[config.mk]
export PLATFORM = sky130hd
export DESIGN_NAME = fetch_stage
export DESIGN_NICKNAME = d
export VERILOG_FILES = /design/src/rtl/mips_pkg.sv /design/src/rtl/fetch_stage_next_pc_sel.sv /design/src/rtl/fetch_stage.sv
export SDC_FILE = /design/constraint.sdc
export NUM_CORES = 1
export LEC_CHECK = 0
export ABC_CLOCK_PERIOD_IN_PS = 4330
export CAP_MARGIN = 40
export CORE_ASPECT_RATIO = 0.5
export CORE_MARGIN = 5
export CORE_UTILIZATION = 46
export DETAILED_ROUTE_END_ITERATION = 10
export PLACE_DENSITY = 0.92
export SYNTH_ARGS = -nofsm -noshare
export SYNTH_HDL_FRONTEND = slang
export SYNTH_HIERARCHICAL = 1
export SYNTH_SLANG_ARGS = --single-unit
[constraint.sdc]
create_clock -name clk -period 4.33 [get_ports clk]
set_input_delay 0.866 -clock clk [delete_from_list [all_inputs] [get_ports clk]]
set_output_delay 0.866 -clock clk [all_outputs]
set_load 0.02 [all_outputs]
[src/rtl/mips_pkg.sv]
// Shared MIPS definitions: instruction field ranges, NOP encoding and the
// fetch-stage state type.
package mips_pkg;

  localparam int unsigned RS_MSB       = 25;
  localparam int unsigned RS_LSB       = 21;
  localparam int unsigned RT_MSB       = 20;
  localparam int unsigned RT_LSB       = 16;
  localparam int unsigned IMM16_MSB    = 15;
  localparam int unsigned IMM16_LSB    = 0;
  localparam int unsigned TARGET26_MSB = 25;
  localparam int unsigned TARGET26_LSB = 0;

  localparam logic [31:0] NOP_INSTR = 32'h0000_0000;

  typedef enum logic {
    BOOT = 1'b0,
    RUN  = 1'b1
  } fetch_state_e;

  function automatic logic [4:0] rs_field(input logic [31:0] instr);
    return instr[RS_MSB:RS_LSB];
  endfunction

  function automatic logic [4:0] rt_field(input logic [31:0] instr);
    return instr[RT_MSB:RT_LSB];
  endfunction

  function automatic logic [15:0] imm16_field(input logic [31:0] instr);
    return instr[IMM16_MSB:IMM16_LSB];
  endfunction

  function automatic logic [25:0] target26_field(input logic [31:0] instr);
    return instr[TARGET26_MSB:TARGET26_LSB];
  endfunction

endpackage

[src/rtl/fetch_stage_next_pc_sel.sv]
// Next-PC priority mux: jr/jalr over j/jal over taken branch over sequential.
module next_pc_sel
  import mips_pkg::*;
(
  input  logic        jump_reg_i,
  input  logic        jump_target_i,
  input  logic        jump_branch_i,
  input  logic [31:0] instr_i,
  input  logic [31:0] pc_id_i,
  input  logic [31:0] rs_data_i,
  input  logic [31:0] fetch_pc_i,
  output logic [31:0] next_pc_o
);

  logic [15:0] imm;
  logic [31:0] br_off;
  logic [31:0] jmp_tgt;
  logic        unused_opcode;

  assign imm           = imm16_field(instr_i);
  assign br_off        = {{14{imm[15]}}, imm, 2'b00};
  assign jmp_tgt       = {pc_id_i[31:28], target26_field(instr_i), 2'b00};
  assign unused_opcode = ^instr_i[31:26];

  always_comb begin
    next_pc_o = fetch_pc_i + 32'd4;
    if (jump_reg_i) begin
      next_pc_o = rs_data_i;
    end else if (jump_target_i) begin
      next_pc_o = jmp_tgt;
    end else if (jump_branch_i) begin
      next_pc_o = pc_id_i + 32'd4 + br_off;
    end
  end

endmodule

[src/rtl/fetch_stage.sv]
// MIPS instruction-fetch stage: PC register, next-PC selection, synchronous
// ROM addressing and debug event counters.
module fetch_stage #(
  parameter logic [31:0] RESET_PC  = 32'h0000_0000,
  parameter int unsigned IMEM_AW   = 10,
  parameter logic [31:0] NOP_INSTR = mips_pkg::NOP_INSTR,
  parameter int unsigned CNT_W     = 16
) (
  input  logic               clk,
  input  logic               rst,
  input  logic               en,
  input  logic               JumpBranch,
  input  logic               JumpTarget,
  input  logic               JumpReg,
  input  logic [31:0]        instr_in,
  input  logic [31:0]        pc_in,
  input  logic [31:0]        RsData,
  output logic [IMEM_AW-1:0] imem_addr,
  input  logic [31:0]        imem_rdata,
  output logic [31:0]        pc_out,
  output logic [31:0]        instr_out,
  output logic [CNT_W-1:0]   fetch_cnt,
  output logic [CNT_W-1:0]   redirect_cnt
);

  import mips_pkg::*;

  fetch_state_e     state_q;
  logic [31:0]      fetch_pc_q, fetch_pc_d, next_pc;
  logic [CNT_W-1:0] fetch_cnt_q, redirect_cnt_q;
  logic             advance;
  logic             redirect;

  next_pc_sel u_next_pc_sel (
    .jump_reg_i    (JumpReg),
    .jump_target_i (JumpTarget),
    .jump_branch_i (JumpBranch),
    .instr_i       (instr_in),
    .pc_id_i       (pc_in),
    .rs_data_i     (RsData),
    .fetch_pc_i    (fetch_pc_q),
    .next_pc_o     (next_pc)
  );

  assign advance  = (state_q == RUN) && en;
  assign redirect = JumpReg | JumpTarget | JumpBranch;

  always_comb begin
    fetch_pc_d = fetch_pc_q;
    if (advance) begin
      fetch_pc_d = next_pc;
    end
  end

  // The ROM is addressed with the PC that will be current next cycle, so its
  // one-cycle latency lines data up with pc_out; a stall re-reads the same word.
  always_comb begin
    if (state_q == BOOT) begin
      imem_addr = RESET_PC[IMEM_AW+1:2];
    end else begin
      imem_addr = fetch_pc_d[IMEM_AW+1:2];
    end
  end

  always_ff @(posedge clk) begin
    if (!rst) begin
      state_q        <= BOOT;
      fetch_pc_q     <= RESET_PC;
      fetch_cnt_q    <= '0;
      redirect_cnt_q <= '0;
    end else begin
      case (state_q)
        BOOT: state_q <= RUN;
        RUN: begin
          if (en) begin
            fetch_pc_q  <= fetch_pc_d;
            fetch_cnt_q <= fetch_cnt_q + CNT_W'(1);
            if (redirect) begin
              redirect_cnt_q <= redirect_cnt_q + CNT_W'(1);
            end
          end
        end
        default: state_q <= BOOT;
      endcase
    end
  end

  assign instr_out    = (state_q == RUN) ? imem_rdata : NOP_INSTR;
  assign pc_out       = (state_q == RUN) ? fetch_pc_q : RESET_PC;
  assign fetch_cnt    = fetch_cnt_q;
  assign redirect_cnt = redirect_cnt_q;

endmodule

# ---- Yosys cells after proc, flatten, opt, wreduce, memory -nomap -nowiden
# Cells that the tools add are included.
dict set report word_totals {
  latchBits 0
  rom_bits 0
  wordCells 24
  out_inout_bits 106
  ff_bits 65
  ram_bits 0
  mem_count 0
}
dict set report classes {
  n_reduce_logical 4
  n_shift 0
  div 0
  n_lt_le_gt_ge 0
  n_eq_ne 0
  n_mux 8
  bitwise_logic 2
  mul 0
  n_addsub 5
}
# cell count
set op_table {}
lappend op_table {{2-to-1 mux 32 bit} 5}
lappend op_table {{adder 32 x 3 -> 32 bit (second input constant)} 2}
lappend op_table {{adder 16 x 1 -> 16 bit (second input constant)} 2}
lappend op_table {{adder 32 bit} 1}
lappend op_table {{2-to-1 mux 12 bit} 1}
lappend op_table {{2-to-1 mux 10 bit} 1}
lappend op_table {{AND reduction 3 bit} 2}
lappend op_table {{OR 1 bit} 2}
lappend op_table {{AND reduction 2 bit} 1}
lappend op_table {{logical AND 1 bit} 1}
lappend op_table {{2-to-1 mux 1 bit} 1}

# ---- Depth between registers and ports, before layout
# Gate-level depths: netlist of run 1.
dict set report depth {
  depth_word 7
  depth_mapped 15
}

# ---- Hierarchy
# Netlist of run 1, hierarchy kept.
# mod cells_each area_each_um2 n_inst
set by_module_without_submodules {}
lappend by_module_without_submodules {next_pc_sel 501 3490.8 1}
lappend by_module_without_submodules {fetch_stage 401 3165.5 1}

# ---- Worst setup path before layout of run 1
# No wires, ideal clock.
dict set report synth_timing {
  path_type {input -> output}
  startpoint {in instr_in[1]}
  endpoint {out imem_addr[9]}
  arrival_time_ns 3.265
  stages 13
  path_slack_ns 0.199
  path_cell_list {ha_1 ha_1 fa_1 a21oi_1 nand4b_4 nand2_1 a21boi_0 xor2_1 mux2i_1 mux2i_1 o21ai_0 mux2i_1 nor2b_1}
}
dict set report synth_via {
  elab_chain_len 6
}
# item line_no
set synth_lines {}
lappend synth_lines {{start, declared} fetch_stage.sv:15} ;# input logic [31:0] instr_in,
lappend synth_lines {{adder 32 bit} fetch_stage_next_pc_sel.sv:32} ;# next_pc_o = pc_id_i + 32'd4 + br_off;
lappend synth_lines {{2-to-1 mux 32 bit} fetch_stage_next_pc_sel.sv:31} ;# end else if (jump_branch_i) begin
lappend synth_lines {{2-to-1 mux 32 bit} fetch_stage_next_pc_sel.sv:29} ;# end else if (jump_target_i) begin
lappend synth_lines {{2-to-1 mux 32 bit} fetch_stage_next_pc_sel.sv:27} ;# if (jump_reg_i) begin
lappend synth_lines {{net next_pc[11]} fetch_stage.sv:29} ;# logic [31:0] fetch_pc_q, fetch_pc_d, next_pc;
lappend synth_lines {{2-to-1 mux 12 bit} fetch_stage.sv:50} ;# if (advance) begin
lappend synth_lines {{2-to-1 mux 10 bit} fetch_stage.sv:58} ;# if (state_q == BOOT) begin
lappend synth_lines {{end, declared} fetch_stage.sv:18} ;# output logic [IMEM_AW-1:0] imem_addr,
# The timed path passes the listed nets, and every way through them passes these cells.

# ---- Worst setup path after layout of run 1
dict set report layout_timing {
  startpoint {in instr_in[2]}
  endpoint {out imem_addr[8]}
}
# Same word-level chain as after synthesis.

==> flow_metrics.env, run 1 <==
export IMPL_ys_warnings_count=6
export IMPL_chipHeight_um=95.1
export IMPL_worstMarginPinSlew_ns=0.868
export IMPL_path_cells="clkbuf_2, ha_4, ha_4, a211oi_4, o21bai_1, a21o_2, a21o_1, a21oi_2, xnor2_2, mux2i_1, o21ai_1, mux2i_1, nor2b_1, buf_4"
export IMPL_period_share=0.969
export IMPL_ant_nets=0
export IMPL_vias=7974
export IMPL_root_buffer="clkbuf_16"
export IMPL_synth_edff_count=0
export IMPL_ys_seq_area_frac=0.195
export IMPL_grt_start_max_net_pins=60
export IMPL_drt_first_pass_iters=8
export IMPL_grt_overflow=0
export IMPL_cp_endpoint="imem_addr[8]"
export IMPL_yosys_area_top_type="dfxtp_1"
export IMPL_dp_hpwl_mm=20.6
export IMPL_start_kind="input pin"
export IMPL_cp_depth=14
export IMPL_p_leak_nw=4.09
export IMPL_max_freq_ghz=0.238
export IMPL_antenna_found_initial=1
export IMPL_detail_route_vias_per_cell=5.82
export IMPL_rows=31
export IMPL_core_area_sq_um=14300
export IMPL_finalSetupViolCount=0
export IMPL_grt_pass1_vias=7586
export IMPL_cp_end_kind="output port"
export IMPL_report_final_slew_viol_count=0
export IMPL_ff2ff_setup_slack_ns=1.03
export IMPL_holdWs_ns=0.471
export IMPL_cts_sinks=65
export IMPL_ys_ff_latch=65
export IMPL_crit_fanout=2
export IMPL_start_util=0.465
export IMPL_mostFrequentLayoutCell="clkdlybuf4s50_1"
export IMPL_slew_headroom=0.417
export IMPL_syn_to_final_growth_pct=51.2
export IMPL_p_per_area_nw_per_um2=237
export IMPL_min_path_type="flip-flop to flip-flop"
export IMPL_cp_slowest_cell="ha_4"
export IMPL_pin_count=240
export IMPL_crit_start="instr_in[2]"
export IMPL_ys_flop_type="dfxtp_1"
export IMPL_place_congestion=1.04
export IMPL_drt_iter0_drc=800
export IMPL_path_class="input pin to output port"
export IMPL_crit_family="compound AO/OA/AOI/OAI gates"
export IMPL_cts_tree="yes"
export IMPL_syn_area_sq_um=6660
export IMPL_cts_max_level=3
export IMPL_finalClockSkew_ns=0.0101
export IMPL_drc=0
export IMPL_die_x_um=180
export IMPL_grtUsageTotal=0.296
export IMPL_status="completed"
export IMPL_r2r_end="fetch_pc_q[25]$_SDFFE_PN0P_"
export IMPL_grt_pass1_wl_mm=40.9
export IMPL_crit_arrival_ns=3.33
export IMPL_yosysTopAreaCellShare=0.195
export IMPL_layout_min_cycle_time_ns=4.20
export IMPL_numCtsBuffers=9
export IMPL_rsz0062_at_grt="no"
export IMPL_syn_nets=1097
export IMPL_clock_latency_ns=0.33
export IMPL_drive_gt1_frac=0.131
export IMPL_synthCells=902
export IMPL_fin_nets=1362
export IMPL_synth_cell_types=79
export IMPL_ys_top_cells_by_area="dfxtp_1 20%, ha_1 11%, nand2_1 8.1%, and2_1 6.2%, a21oi_1 5.7%"
export IMPL_place_area_sq_um=9460
export IMPL_dieArea_sq_um=17100
export IMPL_syn_area_per_cell_sq_um=7.38
export IMPL_final_cell_mix="213 x clkdlybuf4s50_1, 142 x nand2_1, 76 x buf_4"
export IMPL_wl_per_cell_um=19.8
export IMPL_final_util=0.703
export IMPL_crit_path_max_incr_delay_ns=0.26
export IMPL_cts_path_max_buffers=2
export IMPL_peakVddDrop_mv=0.283
export IMPL_max_cap_viol_count=0
export IMPL_reg2reg_depth=10
export IMPL_path_clk_slew_ns=0.06
export IMPL_reg2reg_from="fetch_pc_q[9]$_SDFFE_PN0P_"
export IMPL_finalInstanceArea_sq_um=10100
export IMPL_required_ns=3.46
export IMPL_hold_viol_final=0
export IMPL_wl_mm=27.1
export IMPL_async_flop_share=0
export IMPL_crit_buf_inv=2
export IMPL_hold_buffers=0
export IMPL_io_buffer_count=233
-- Yosys cell counts, types with 2 or more instances --
master,number
a2111oi_0,2
a211o_1,3
a211oi_1,14
a21o_1,16
a21oi_1,76
a221o_1,2
a221oi_1,6
a22oi_1,6
a31oi_1,11
and2_1,66
and3_1,11
and4_1,6
buf_1,3
buf_2,6
buf_4,4
buf_6,5
clkbuf_1,34
dfxtp_1,65
ha_1,60
inv_1,17
mux2i_1,25
nand2_1,143
nand2b_1,10
nand3_1,29
nand3b_1,2
nand4_1,22
nor2_1,54
nor2b_1,11
nor3_1,12
nor4_1,5
o211ai_1,7
o21a_1,3
o21a_4,2
o21ai_0,36
o21ai_1,5
o21bai_1,5
o221ai_1,2
o22ai_1,7
or2_2,2
or3_1,6
or3_2,2
xnor2_1,38
xor2_1,25
-- per-stage QoR --
stage | power (mW) | TNS [ns] | instances | setup slack (ns)
5_1_grt | 2.49 | 0 | 1371 | 0.00792
3_5_place_dp | 1.56 | -5.72 | 1342 | -0.882
6_report | 2.38 | 0 | 1371 | 0.135
3_3_place_gp | 1.54 | -4.94 | 1341 | -0.787
2_1_floorplan | 1.16 | 0 | 902 | 0.199
4_1_cts | 2.34 | 0 | 1368 | 0.00909
-- sequential cells by signal, indices dropped and copies added, names as in the netlist --
name / cells
fetch_cnt: 16
fetch_pc_q: 32
redirect_cnt: 16
state_q: 1
-- where the power goes --
group	leakage (nW)	switching, mW	internal [mW]
Clock	0.146	0.272	0.465
Combinational	3.41	0.513	0.485
Sequential	0.528	0.0315	0.617
Total	4.09	0.816	1.57
-- layer usage --
metal,global-route usage,wire [um],vias to the layer above
li1,-,-,3751
met1,0.385,11300,3756
met2,0.506,12600,394
met3,0.0701,2420,73
met4,0.0723,740,0
met5,0,0,-
-- kinds of logic after synthesis --
family / Yosys count / share of synthesized area
mux: 25 / 0.0376
simple gates: 393 / 0.300
flops: 65 / 0.195
xor+xnor: 63 / 0.0829
compound gates: 223 / 0.217
buf+inv: 72 / 0.0509
fa+ha+maj: 61 / 0.116
-- worst min path at each step --
stage                                    start                         end  slack (ns)  cells past startpoint
CTS                 fetch_pc_q[1]$_SDFFE_PN0P_  fetch_pc_q[1]$_SDFFE_PN0P_        0.47                      2
detailed placement  fetch_pc_q[1]$_SDFFE_PN0P_  fetch_pc_q[1]$_SDFFE_PN0P_        0.46                      2
global route        fetch_pc_q[1]$_SDFFE_PN0P_  fetch_pc_q[1]$_SDFFE_PN0P_        0.50                      2
global placement    fetch_pc_q[1]$_SDFFE_PN0P_  fetch_pc_q[1]$_SDFFE_PN0P_        0.46                      2
finish              fetch_pc_q[1]$_SDFFE_PN0P_  fetch_pc_q[1]$_SDFFE_PN0P_        0.47                      2
floorplan           fetch_pc_q[0]$_SDFFE_PN0P_  fetch_pc_q[0]$_SDFFE_PN0P_        0.44                      2
-- worst min-delay path, stage by stage (launching register included) --
cell and delay (ns):
dfxtp_1 0.32, nand2_1 0.06, a21oi_1 0.05
-- layout make-up --
cell class / instances / area [sq um]
well taps: 198 / 248
fillers: 1154 / 4250
inverters: 18 / 70.1
clock inverters: 5 / 63.8
repair buffers: 308 / 2890
multi-input cells: 765 / 5240
clock buffers: 11 / 243
flip-flops and latches: 65 / 1300
diodes: 1 / 2.50
-- repair_timing --
item / CTS / global route
buffers inserted: 10 / 2
setup endpoints to repair: 9 / 7
endpoints found under the hold margin: 0 / 0
pin swaps: 14 / 14
gates resized for setup: 62 / 32
(Power assumes the default switching activity.)
==> run 2, diff against run 1 <==
--- a/config.mk
+++ b/config.mk
@@ -5,13 +5,15 @@
 export SDC_FILE = /design/constraint.sdc
 export NUM_CORES = 1
 export LEC_CHECK = 0
-export ABC_CLOCK_PERIOD_IN_PS = 4330
+export ABC_CLOCK_PERIOD_IN_PS = 3500
 export CAP_MARGIN = 40
 export CORE_ASPECT_RATIO = 0.5
 export CORE_MARGIN = 5
-export CORE_UTILIZATION = 46
+export CORE_UTILIZATION = 42
 export DETAILED_ROUTE_END_ITERATION = 10
-export PLACE_DENSITY = 0.92
+export PLACE_DENSITY = 0.89
+export RECOVER_POWER = 50
+export SKIP_CTS_REPAIR_TIMING = 1
 export SYNTH_ARGS = -nofsm -noshare
 export SYNTH_HDL_FRONTEND = slang
 export SYNTH_HIERARCHICAL = 1
==> constraint.sdc (replaced) <==
create_clock -name clk -period 3.5 [get_ports clk]
set_input_delay 0.7 -clock clk [delete_from_list [all_inputs] [get_ports clk]]
set_output_delay 0.7 -clock clk [all_outputs]
set_load 0.02 [all_outputs]
==> run 2 against run 1 <==
Compared with the run above: largest power group unchanged; clock skew down 0.00067 ns; combinational power up 35%; global-route usage decreased by 4.0 points; largest cell class unchanged; sequential power is 23% higher; the run now ends with negative setup slack left; highest routed layer unchanged; critical endpoint is now imem_addr[9]; critical path depth shrank 2; worst setup slack worse by 0.53 ns.
==> flow_metrics.env, run 2 (synthesis gave the netlist of run 1 again) <==
export IMPL_dieArea_sq_um=18600
export IMPL_worst_slack_ns=-0.393
export IMPL_finalInstanceArea_sq_um=10800
export IMPL_place_area_sq_um=10000
export IMPL_status="complete, but fails checks"
export IMPL_io_buffer_count=233
export IMPL_largest_reg_flops=32
export IMPL_place_congestion=0.940
export IMPL_clock_latency_ns=0.33
export IMPL_dp_hpwl_mm=19.5
export IMPL_core_area_sq_um=15500
export IMPL_cp_end_kind="output port"
export IMPL_root_buffer="clkbuf_16"
export IMPL_p_leak_nw=4.60
export IMPL_grt_start_max_net_pins=80
export IMPL_cts_max_level=3
export IMPL_cts_tree="yes"
export IMPL_route_top_layer_used="met4"
export IMPL_cts_path_max_buffers=2
export IMPL_grt_overflow=0
export IMPL_crit_arrival_ns=3.19
export IMPL_drt_first_pass_iters=5
export IMPL_fin_nets=1417
export IMPL_wl_mm=26.8
export IMPL_wl_met3_mm=1.66
export IMPL_final_cell_mix="165 x clkdlybuf4s50_1, 142 x nand2_1, 126 x buf_4"
export IMPL_path_clk_slew_ns=0.06
export IMPL_cp_slowest_cell="clkdlybuf4s50_1"
export IMPL_drt_iter0_drc=716
export IMPL_path_class="input pin to output port"
export IMPL_vias=8186
export IMPL_worstMarginPinSlew_ns=0.833
export IMPL_wl_met1_mm=10.8
export IMPL_rsz0062_at_grt="yes"
export IMPL_cts_sinks=65
export IMPL_p_total_mw=3.01
export IMPL_hold_viol_final=0
export IMPL_pin_count=240
export IMPL_fillers=1173
export IMPL_report_final_slew_viol_count=0
export IMPL_layout_min_cycle_time_ns=3.89
export IMPL_placed_cells=1408
export IMPL_finalNonFillerCells=1432
export IMPL_period_share=1.11
export IMPL_grtUsageTotal=0.256
export IMPL_die_x_um=188
export IMPL_place_ws_ns=-1.19
export IMPL_drc=0
export IMPL_wl_met2_mm=13.5
export IMPL_max_cap_viol_count=0
export IMPL_crit_path_max_incr_delay_ns=0.42
export IMPL_crit_top_cell="mux2i_1"
export IMPL_syn_to_final_growth_pct=62.2
export IMPL_violations="negative setup slack"
export IMPL_antenna_found_initial=1
export IMPL_largest_register="fetch_pc_q"
export IMPL_finalSetupViolCount=5
export IMPL_chipHeight_um=99.0
export IMPL_required_ns=2.80
export IMPL_numCtsBuffers=9
export IMPL_start_util=0.431
export IMPL_crit_fanout=2
export IMPL_grt_pass1_wl_mm=39.8
export IMPL_path_cells="clkdlybuf4s50_1, ha_1, ha_1, and2_2, a21boi_2, xor2_1, mux2i_1, mux2i_1, o21ai_1, mux2i_1, nor2b_2, buf_6"
export IMPL_rows=32
export IMPL_peakVddDrop_mv=0.243
export IMPL_finalClockSkew_ns=0.00946
export IMPL_mostFrequentLayoutCell="clkdlybuf4s50_1"
export IMPL_p_per_area_nw_per_um2=279
export IMPL_grt_pass1_vias=8043
export IMPL_detail_route_vias_per_cell=5.72
export IMPL_min_path_type="flip-flop to flip-flop"
export IMPL_start_kind="input pin"
export IMPL_final_util=0.699
export IMPL_wl_per_cell_um=18.7
export IMPL_max_freq_ghz=0.257
export IMPL_drive_gt1_frac=0.200
export IMPL_ant_nets=0
export IMPL_slew_headroom=0.437
run 2: per-stage QoR:
stage | TNS (ns) | hold slack (ns)
2_1_floorplan | 0 | 0.444
5_1_grt | -1.84 | 0.513
4_1_cts | -10.33 | 0.474
6_report | -0.973 | 0.474
3_5_place_dp | -16.19 | 0.463
3_3_place_gp | -15.45 | 0.456
run 2: final cells by class:
type	instances	area, sq um	share of cell area
clock buffers	9	225	0.0209
repair buffers	363	3360	0.311
diodes	1	2.50	0.000232
inverters	18	76.3	0.00707
clock inverters	7	55.1	0.00510
flip-flops and latches	65	1300	0.121
multi-input cells	765	5520	0.511
well taps	204	255	0.0236
run 2: where the power goes:
part           switching (mW)  leakage, nW  internal (mW)
registers              0.0345        0.528          0.763
logic                   0.656         3.94          0.697
clock network           0.374        0.138          0.487
total                    1.06         4.60           1.95
run 2: metal layers:
layer / vias to the layer above / track usage
met5: - / 0
met4: 0 / 0.0874
met3: 77 / 0.0407
met2: 374 / 0.468
met1: 3875 / 0.307
li1: 3860 / -
run 2: path summary, 6_finish.rpt:
check	from	to	slack, ns	cells past startpoint
setup / recovery	instr_in[7]	imem_addr[9]	-0.39	12
hold / removal	fetch_pc_q[1]$_SDFFE_PN0P_	fetch_pc_q[1]$_SDFFE_PN0P_	0.47	2
setup reg to reg	fetch_pc_q[9]$_SDFFE_PN0P_	fetch_pc_q[25]$_SDFFE_PN0P_	0.92	11
hold reg to reg	fetch_pc_q[1]$_SDFFE_PN0P_	fetch_pc_q[1]$_SDFFE_PN0P_	0.47	2
run 2: worst max-delay path, delay by kind of cell:
family	cells	cell delay, ns
fa+ha+maj	2	0.61
buf+inv	2	0.55
mux	3	0.49
simple gates	2	0.30
compound gates	2	0.29
xor+xnor	1	0.23
